--- src/rtl/cache_opr_resp_pkg.sv ---
// Shared types and helpers for the cache operation-enable responder.
// Enable vectors are thermometer coded: bit 0 is opr_1, bit 7 is opr_8.
package cache_opr_pkg;

  localparam int NUM_OPR = 8;

  typedef enum logic [2:0] {
    IDLE,
    ISSUE,
    WAIT,
    DONE,
    ERR
  } opr_resp_state_t;

  // A thermometer code has no set bit above a clear bit, so adding one never carries into a set bit.
  function automatic logic is_thermo(input logic [7:0] v);
    return (v & (v + 8'd1)) == 8'd0;
  endfunction

  function automatic logic [2:0] lowest_set(input logic [7:0] v);
    logic [2:0] r;
    r = 3'd0;
    for (int i = 7; i >= 0; i--) begin
      if (v[i]) r = 3'(i);
    end
    return r;
  endfunction

endpackage

--- src/rtl/cache_opr_resp_timeout_cnt.sv ---
// Loadable up-counter measuring how long the current stage has been outstanding.
// expired is high while the count equals TIMEOUT_CYC.
module opr_timeout_cnt #(
  parameter int TIMEOUT_CYC = 64,
  parameter int TO_W        = 7
) (
  input  logic clk,
  input  logic rstb,
  input  logic load,
  input  logic inc,
  output logic expired
);

  logic [TO_W-1:0] cnt_q, cnt_d;

  always_comb begin
    cnt_d = cnt_q;
    if (load)     cnt_d = TO_W'(1);
    else if (inc) cnt_d = cnt_q + TO_W'(1);
  end

  always_ff @(posedge clk) begin
    if (rstb) cnt_q <= '0;
    else      cnt_q <= cnt_d;
  end

  assign expired = (cnt_q == TO_W'(TIMEOUT_CYC));

endmodule

--- src/rtl/cache_opr_resp.sv ---
// Responder for the cache operation enables: dispatches each newly enabled stage
// to the execution unit, pulses opr_finished once all eight complete, flags errors.
//
// Handshake: stage_start is a one-cycle request with stage_id valid from that cycle
// until the cycle in which the execution unit pulses stage_done; only one stage is
// ever outstanding, and a stage_done seen in the stage_start cycle itself is ignored.
module cache_opr_resp
  import cache_opr_pkg::*;
#(
  parameter int TIMEOUT_CYC = 64,
  parameter int TO_W        = 7
) (
  input  logic            clk,
  input  logic            rstb,
  input  logic            opr_1,
  input  logic            opr_2,
  input  logic            opr_3,
  input  logic            opr_4,
  input  logic            opr_5,
  input  logic            opr_6,
  input  logic            opr_7,
  input  logic            opr_8,
  input  logic            stage_done,
  input  logic            clear_err,
  output logic            stage_start,
  output logic [2:0]      stage_id,
  output logic            opr_finished,
  output logic            busy,
  output logic            err_seq,
  output logic            err_timeout,
  output opr_resp_state_t dbg_state
);

  opr_resp_state_t    state_q, state_d;
  logic [NUM_OPR-1:0] svc_q, svc_d;
  logic [2:0]         stage_id_q, stage_id_d;
  logic               err_seq_q, err_seq_d;
  logic               err_to_q, err_to_d;

  logic [NUM_OPR-1:0] en, pend, svc_set;
  logic               cnt_load, cnt_inc, cnt_expired;

  assign en      = {opr_8, opr_7, opr_6, opr_5, opr_4, opr_3, opr_2, opr_1};
  assign pend    = en & ~svc_q;
  assign svc_set = svc_q | (8'd1 << stage_id_q);

  always_comb begin
    state_d    = state_q;
    svc_d      = svc_q;
    stage_id_d = stage_id_q;
    err_seq_d  = err_seq_q;
    err_to_d   = err_to_q;
    cnt_load   = 1'b0;
    cnt_inc    = 1'b0;
    case (state_q)
      IDLE: begin
        if (!is_thermo(en)) begin
          state_d    = ERR;
          err_seq_d  = 1'b1;
          stage_id_d = 3'd0;
        end else if (pend != '0) begin
          state_d    = ISSUE;
          stage_id_d = lowest_set(pend);
        end else if (en == '0) begin
          svc_d = '0;
        end
      end
      ISSUE: begin
        cnt_load = 1'b1;
        state_d  = WAIT;
      end
      WAIT: begin
        if (!is_thermo(en)) begin
          state_d    = ERR;
          err_seq_d  = 1'b1;
          stage_id_d = 3'd0;
        end else if (en == '0) begin
          state_d = IDLE;
          svc_d   = '0;
        end else if (stage_done) begin
          // Checked before expiry so a done on the last allowed cycle still counts.
          svc_d   = svc_set;
          state_d = (svc_set == 8'hFF) ? DONE : IDLE;
        end else if (cnt_expired) begin
          state_d    = ERR;
          err_to_d   = 1'b1;
          stage_id_d = 3'd0;
        end else begin
          cnt_inc = 1'b1;
        end
      end
      DONE: begin
        state_d = IDLE;
      end
      ERR: begin
        if (clear_err) begin
          state_d   = IDLE;
          svc_d     = '0;
          err_seq_d = 1'b0;
          err_to_d  = 1'b0;
        end
      end
      default: state_d = IDLE;
    endcase
  end

  always_ff @(posedge clk) begin
    if (rstb) begin
      state_q    <= IDLE;
      svc_q      <= '0;
      stage_id_q <= 3'd0;
      err_seq_q  <= 1'b0;
      err_to_q   <= 1'b0;
    end else begin
      state_q    <= state_d;
      svc_q      <= svc_d;
      stage_id_q <= stage_id_d;
      err_seq_q  <= err_seq_d;
      err_to_q   <= err_to_d;
    end
  end

  opr_timeout_cnt #(
    .TIMEOUT_CYC(TIMEOUT_CYC),
    .TO_W       (TO_W)
  ) u_timeout_cnt (
    .clk    (clk),
    .rstb   (rstb),
    .load   (cnt_load),
    .inc    (cnt_inc),
    .expired(cnt_expired)
  );

  assign stage_start  = (state_q == ISSUE);
  assign opr_finished = (state_q == DONE);
  assign busy         = (state_q == ISSUE) || (state_q == WAIT) || (state_q == DONE);
  assign stage_id     = stage_id_q;
  assign err_seq      = err_seq_q;
  assign err_timeout  = err_to_q;
  assign dbg_state    = state_q;

endmodule

--- config.mk ---
export PLATFORM = sky130hd
export DESIGN_NAME = cache_opr_resp
export DESIGN_NICKNAME = d
export VERILOG_FILES = /design/src/rtl/cache_opr_resp_pkg.sv /design/src/rtl/cache_opr_resp_timeout_cnt.sv /design/src/rtl/cache_opr_resp.sv
export SDC_FILE = /design/constraint.sdc
export NUM_CORES = 1
export LEC_CHECK = 0
export ABC_AREA = 0
export ABC_CLOCK_PERIOD_IN_PS = 2150
export CAP_MARGIN = 20
export CORE_ASPECT_RATIO = 1.2
export CORE_MARGIN = 2
export CORE_UTILIZATION = 25
export CTS_BUF_LIST = sky130_fd_sc_hd__clkbuf_8 sky130_fd_sc_hd__clkbuf_16
export CTS_CLUSTER_SIZE = 24
export DETAILED_ROUTE_END_ITERATION = 8
export PLACE_DENSITY = 0.5
export SYNTH_ARGS = -nofsm -noshare
export SYNTH_HDL_FRONTEND = slang
export SYNTH_SLANG_ARGS = --single-unit
--- constraint.sdc ---
create_clock -name clk -period 2.15 [get_ports clk]
set_input_delay 0.3225 -clock clk [delete_from_list [all_inputs] [get_ports clk]]
set_output_delay 0.3225 -clock clk [all_outputs]
set_load 0.1 [all_outputs]
==> impl_metrics.csv <==
group,metric,value,unit
setup_path,end_kind,"register",
timing,finClkSkew,0.00341,ns
placed_design,place.detailed.hpwl,3.74,mm
timing,slew_headroom,66.1,%
power_and_ir_drop,power_frac_seq,47.1,%
synth,async_reset_ff_share,0,%
clock_tree,cts_setup_buffers,0,
synth,synthTopCellsByCount,"dfxtp_1, nand2_1, nor2_1",
finish,finalNonFillerCells,338,
detailed_routing,remaining_drc_errors,0,
min_path,hp-class,"reg -> reg",
setup_path,r2r_cells,7,
floorplan,num_io_pins,23,
floorplan,initial_utilization,26.1,%
detailed_routing,routedLengthMet1,2.06,mm
finish,drive_gt1_share,29.5,%
floorplan,dieHeight,88.5,µm
global_routing,antenna_found_initial,0,
synth,yosys.area_share.adder,1.68,%
synth,synth_seq_area_share,31.0,%
floorplan,dieArea,6590,µm²
placed_design,place_congestion,0.794,
global_routing,grt_pass1_vias,1604,
synth,synth-main-ff-cell,"dfxtp_1",
flow_run,drv_cap,0,
synth,yosysMostFrequentCell,"dfxtp_1",
timing,fin_crit_sh,95.9,%
synth,synth_top_family_by_area,"simple AND/OR/NAND/NOR gates",
synth,ys_top_cells_by_area,"dfxtp_1, nand2_1, nor2b_1, a21oi_1, o21ai_0",
power_and_ir_drop,intPower,0.651,mW
global_routing,grt_remaining_overflow,0,
power_and_ir_drop,power.leakage,0.856,nW
finish,diodes,0,
setup_path,cp.required,2.36,ns
synth,synthXorXnorAreaFrac,1.18,%
detailed_routing,routed.top_layer,"met4",
placed_design,io_buffer_count,22,
power_and_ir_drop,totalPowerFinal,0.932,mW
timing,fmax,0.485,GHz
timing,finalSetupViolCount,0,
floorplan,num_rows,30,
global_routing,grt_start_max_net_pins,14,
power_and_ir_drop,power_frac_clock,30.5,%
synth,synth_area,1490,µm²
timing,slew_viol_final,0,
detailed_routing,via_count,1663,
floorplan,core-area,5710,µm²
synth,synthesis.nets,209,
synth,syn_avg_cell_area,7.63,µm²
setup_path,critPathMaxFanout,4,
detailed_routing,vias_per_cell,4.92,
power_and_ir_drop,p_per_area,424,nW/µm²
clock_tree,clk_path_buf_depth,2,
clock_tree,clock-sinks,23,
setup_path,critPathKind,"in -> reg",
detailed_routing,ant_nets,0,
clock_tree,cts_tree,"done",
power_and_ir_drop,vdd_drop_max,0.000209,V
floorplan,dieWidth,74.4,µm
setup_path,cp-start-kind,"input port",
global_routing,grtUsageTotal,14.8,%
detailed_routing,drt_pass1_iterations,4,
synth,synth_top_cell_by_area,"dfxtp_1",
synth,yosys.area_share.simple,34.8,%
detailed_routing,drt_wl_total,4.63,mm
finish,final_util,38.5,%
setup_path,arrival,2.27,ns
detailed_routing,wl_met3,101,µm
finish,areaGrowthSynthToFinish,47.5,%
timing,hold_ws,0.480,ns
timing,rsz0062_at_grt,"false",
synth,synth_edf_count,0,
clock_tree,cts_buffers,3,
synth,yosysUniqueCellTypes,46,
min_path,hold-path-cell-count,2,
synth,ys_ff_latch,23,
timing,fin_crit,2.06,ns
clock_tree,clock_latency,0.27,ns
finish,nets,273,
run_status,status,"finished, final reports clean",
power_and_ir_drop,power_frac_comb,22.4,%
clock_tree,clk_pin_slew,0.09,ns
global_routing,grt_pass1_wl,7.53,mm
synth,synth_compound_area_share,25.5,%
synth,synthCells,195,
power_and_ir_drop,switchingPower,0.281,mW
synth,ys_warn_count,0,
power_and_ir_drop,swShare,30.1,%
placed_design,dpl.cell_count,334,
timing,hold_viol_final,0,
detailed_routing,met2_length,2.42,mm
synth,synthMuxAreaShare,2.10,%
clock_tree,clk_root_buffer_cell,"clkbuf_8",
detailed_routing,routedWlPerCell,13.7,µm
clock_tree,htreeDepth,1,
detailed_routing,drt_iter0_markers,67,
synth,yosysTopAreaCellShare,31.0,%
timing,tightestPinTransition,0.507,ns
-- routing by layer --
layer,up-vias,track usage [%]
met3,4,1.82
li1,861,-
met5,-,0
met4,0,4.38
met1,775,18.4
met2,23,26.6
-- logic make-up after synthesis --
family / Yosys count
adder cells (fa/ha/maj): 2
buffers and inverters: 15
AND/OR/NAND/NOR: 94
XOR/XNOR: 2
AO/OA/AOI/OAI: 56
flip-flops: 23
multiplexers: 3
-- per-stage QoR --
stage / setup slack, ns / TNS (ns) / instance area [µm²]
floorplan: 0.0180 / 0 / 1500
global placement: -0.340 / -5.56 / 2130
detailed placement: -0.354 / -5.62 / 2130
CTS: 0.00409 / 0 / 2180
global route: 0.00199 / 0 / 2190
finish: 0.0881 / 0 / 2190
-- registers in the layout, indices dropped and copies added, names as in the netlist --
register	cells
svc_q	8
err_timeout	1
u_timeout_cnt.cnt_q	7
stage_id	3
err_seq	1
dbg_state	3
-- layout make-up --
class,instances,area [µm²]
Multi-Input combinational cell,157,997
Tap cell,80,100
Clock inverter,1,5.00
Clock buffer,3,41.3
Sequential cell,23,468
Inverter,7,26.3
Timing Repair Buffer,67,557
Fill cell,613,3510
-- power groups by stage --
stage	Sequential, mW	Clock [mW]	Combinational [mW]
finish	0.438	0.284	0.209
global route	0.440	0.304	0.226
CTS	0.438	0.291	0.208
detailed placement	0.448	0	0.208
global placement	0.448	0	0.209
floorplan	0.475	0	0.0782
-- what timing repair did --
action / in CTS / in global routing
gates resized for setup: 4 / 4
hold buffers: 0 / 0
pin swaps: 1 / 1
endpoints found under the setup margin: 11 / 13
-- worst max-delay path, cell delays in order --
cell,delay (ns)
clkdlybuf4s50_1,0.49
nand2_1,0.08
or4_1,0.50
a21o_1,0.24
or4_1,0.50
a21oi_1,0.14
-- path summary, 6_finish.rpt --
path / slack [ns] / end / startpoint
setup / recovery: 0.09 / u_timeout_cnt.cnt_q[5]$_SDFFE_PP0P_ / opr_1
hold / removal: 0.48 / err_seq$_SDFFE_PP0P_ / err_seq$_SDFFE_PP0P_
setup reg to reg: 0.21 / u_timeout_cnt.cnt_q[3]$_SDFFE_PP0P_ / u_timeout_cnt.cnt_q[0]$_SDFFE_PP0P_
hold reg to reg: 0.48 / err_seq$_SDFFE_PP0P_ / err_seq$_SDFFE_PP0P_
-- placed cells by master, fill, tap and decap left out, types with 4 or more instances in the layout --
| cell type | count |
|---|---|
| dfxtp_1 | 19 |
| nor2_1 | 13 |
| nand2_1 | 22 |
| inv_1 | 7 |
| o31ai_1 | 5 |
| nor2b_1 | 12 |
| clkdlybuf4s50_1 | 6 |
| buf_4 | 54 |
| a21oi_1 | 13 |
| nand3_1 | 10 |
| nand2b_1 | 4 |
| nor4_1 | 4 |
| o2111ai_1 | 4 |
| o21ai_0 | 11 |
Note: power is estimated with default switching activity, not from simulation.
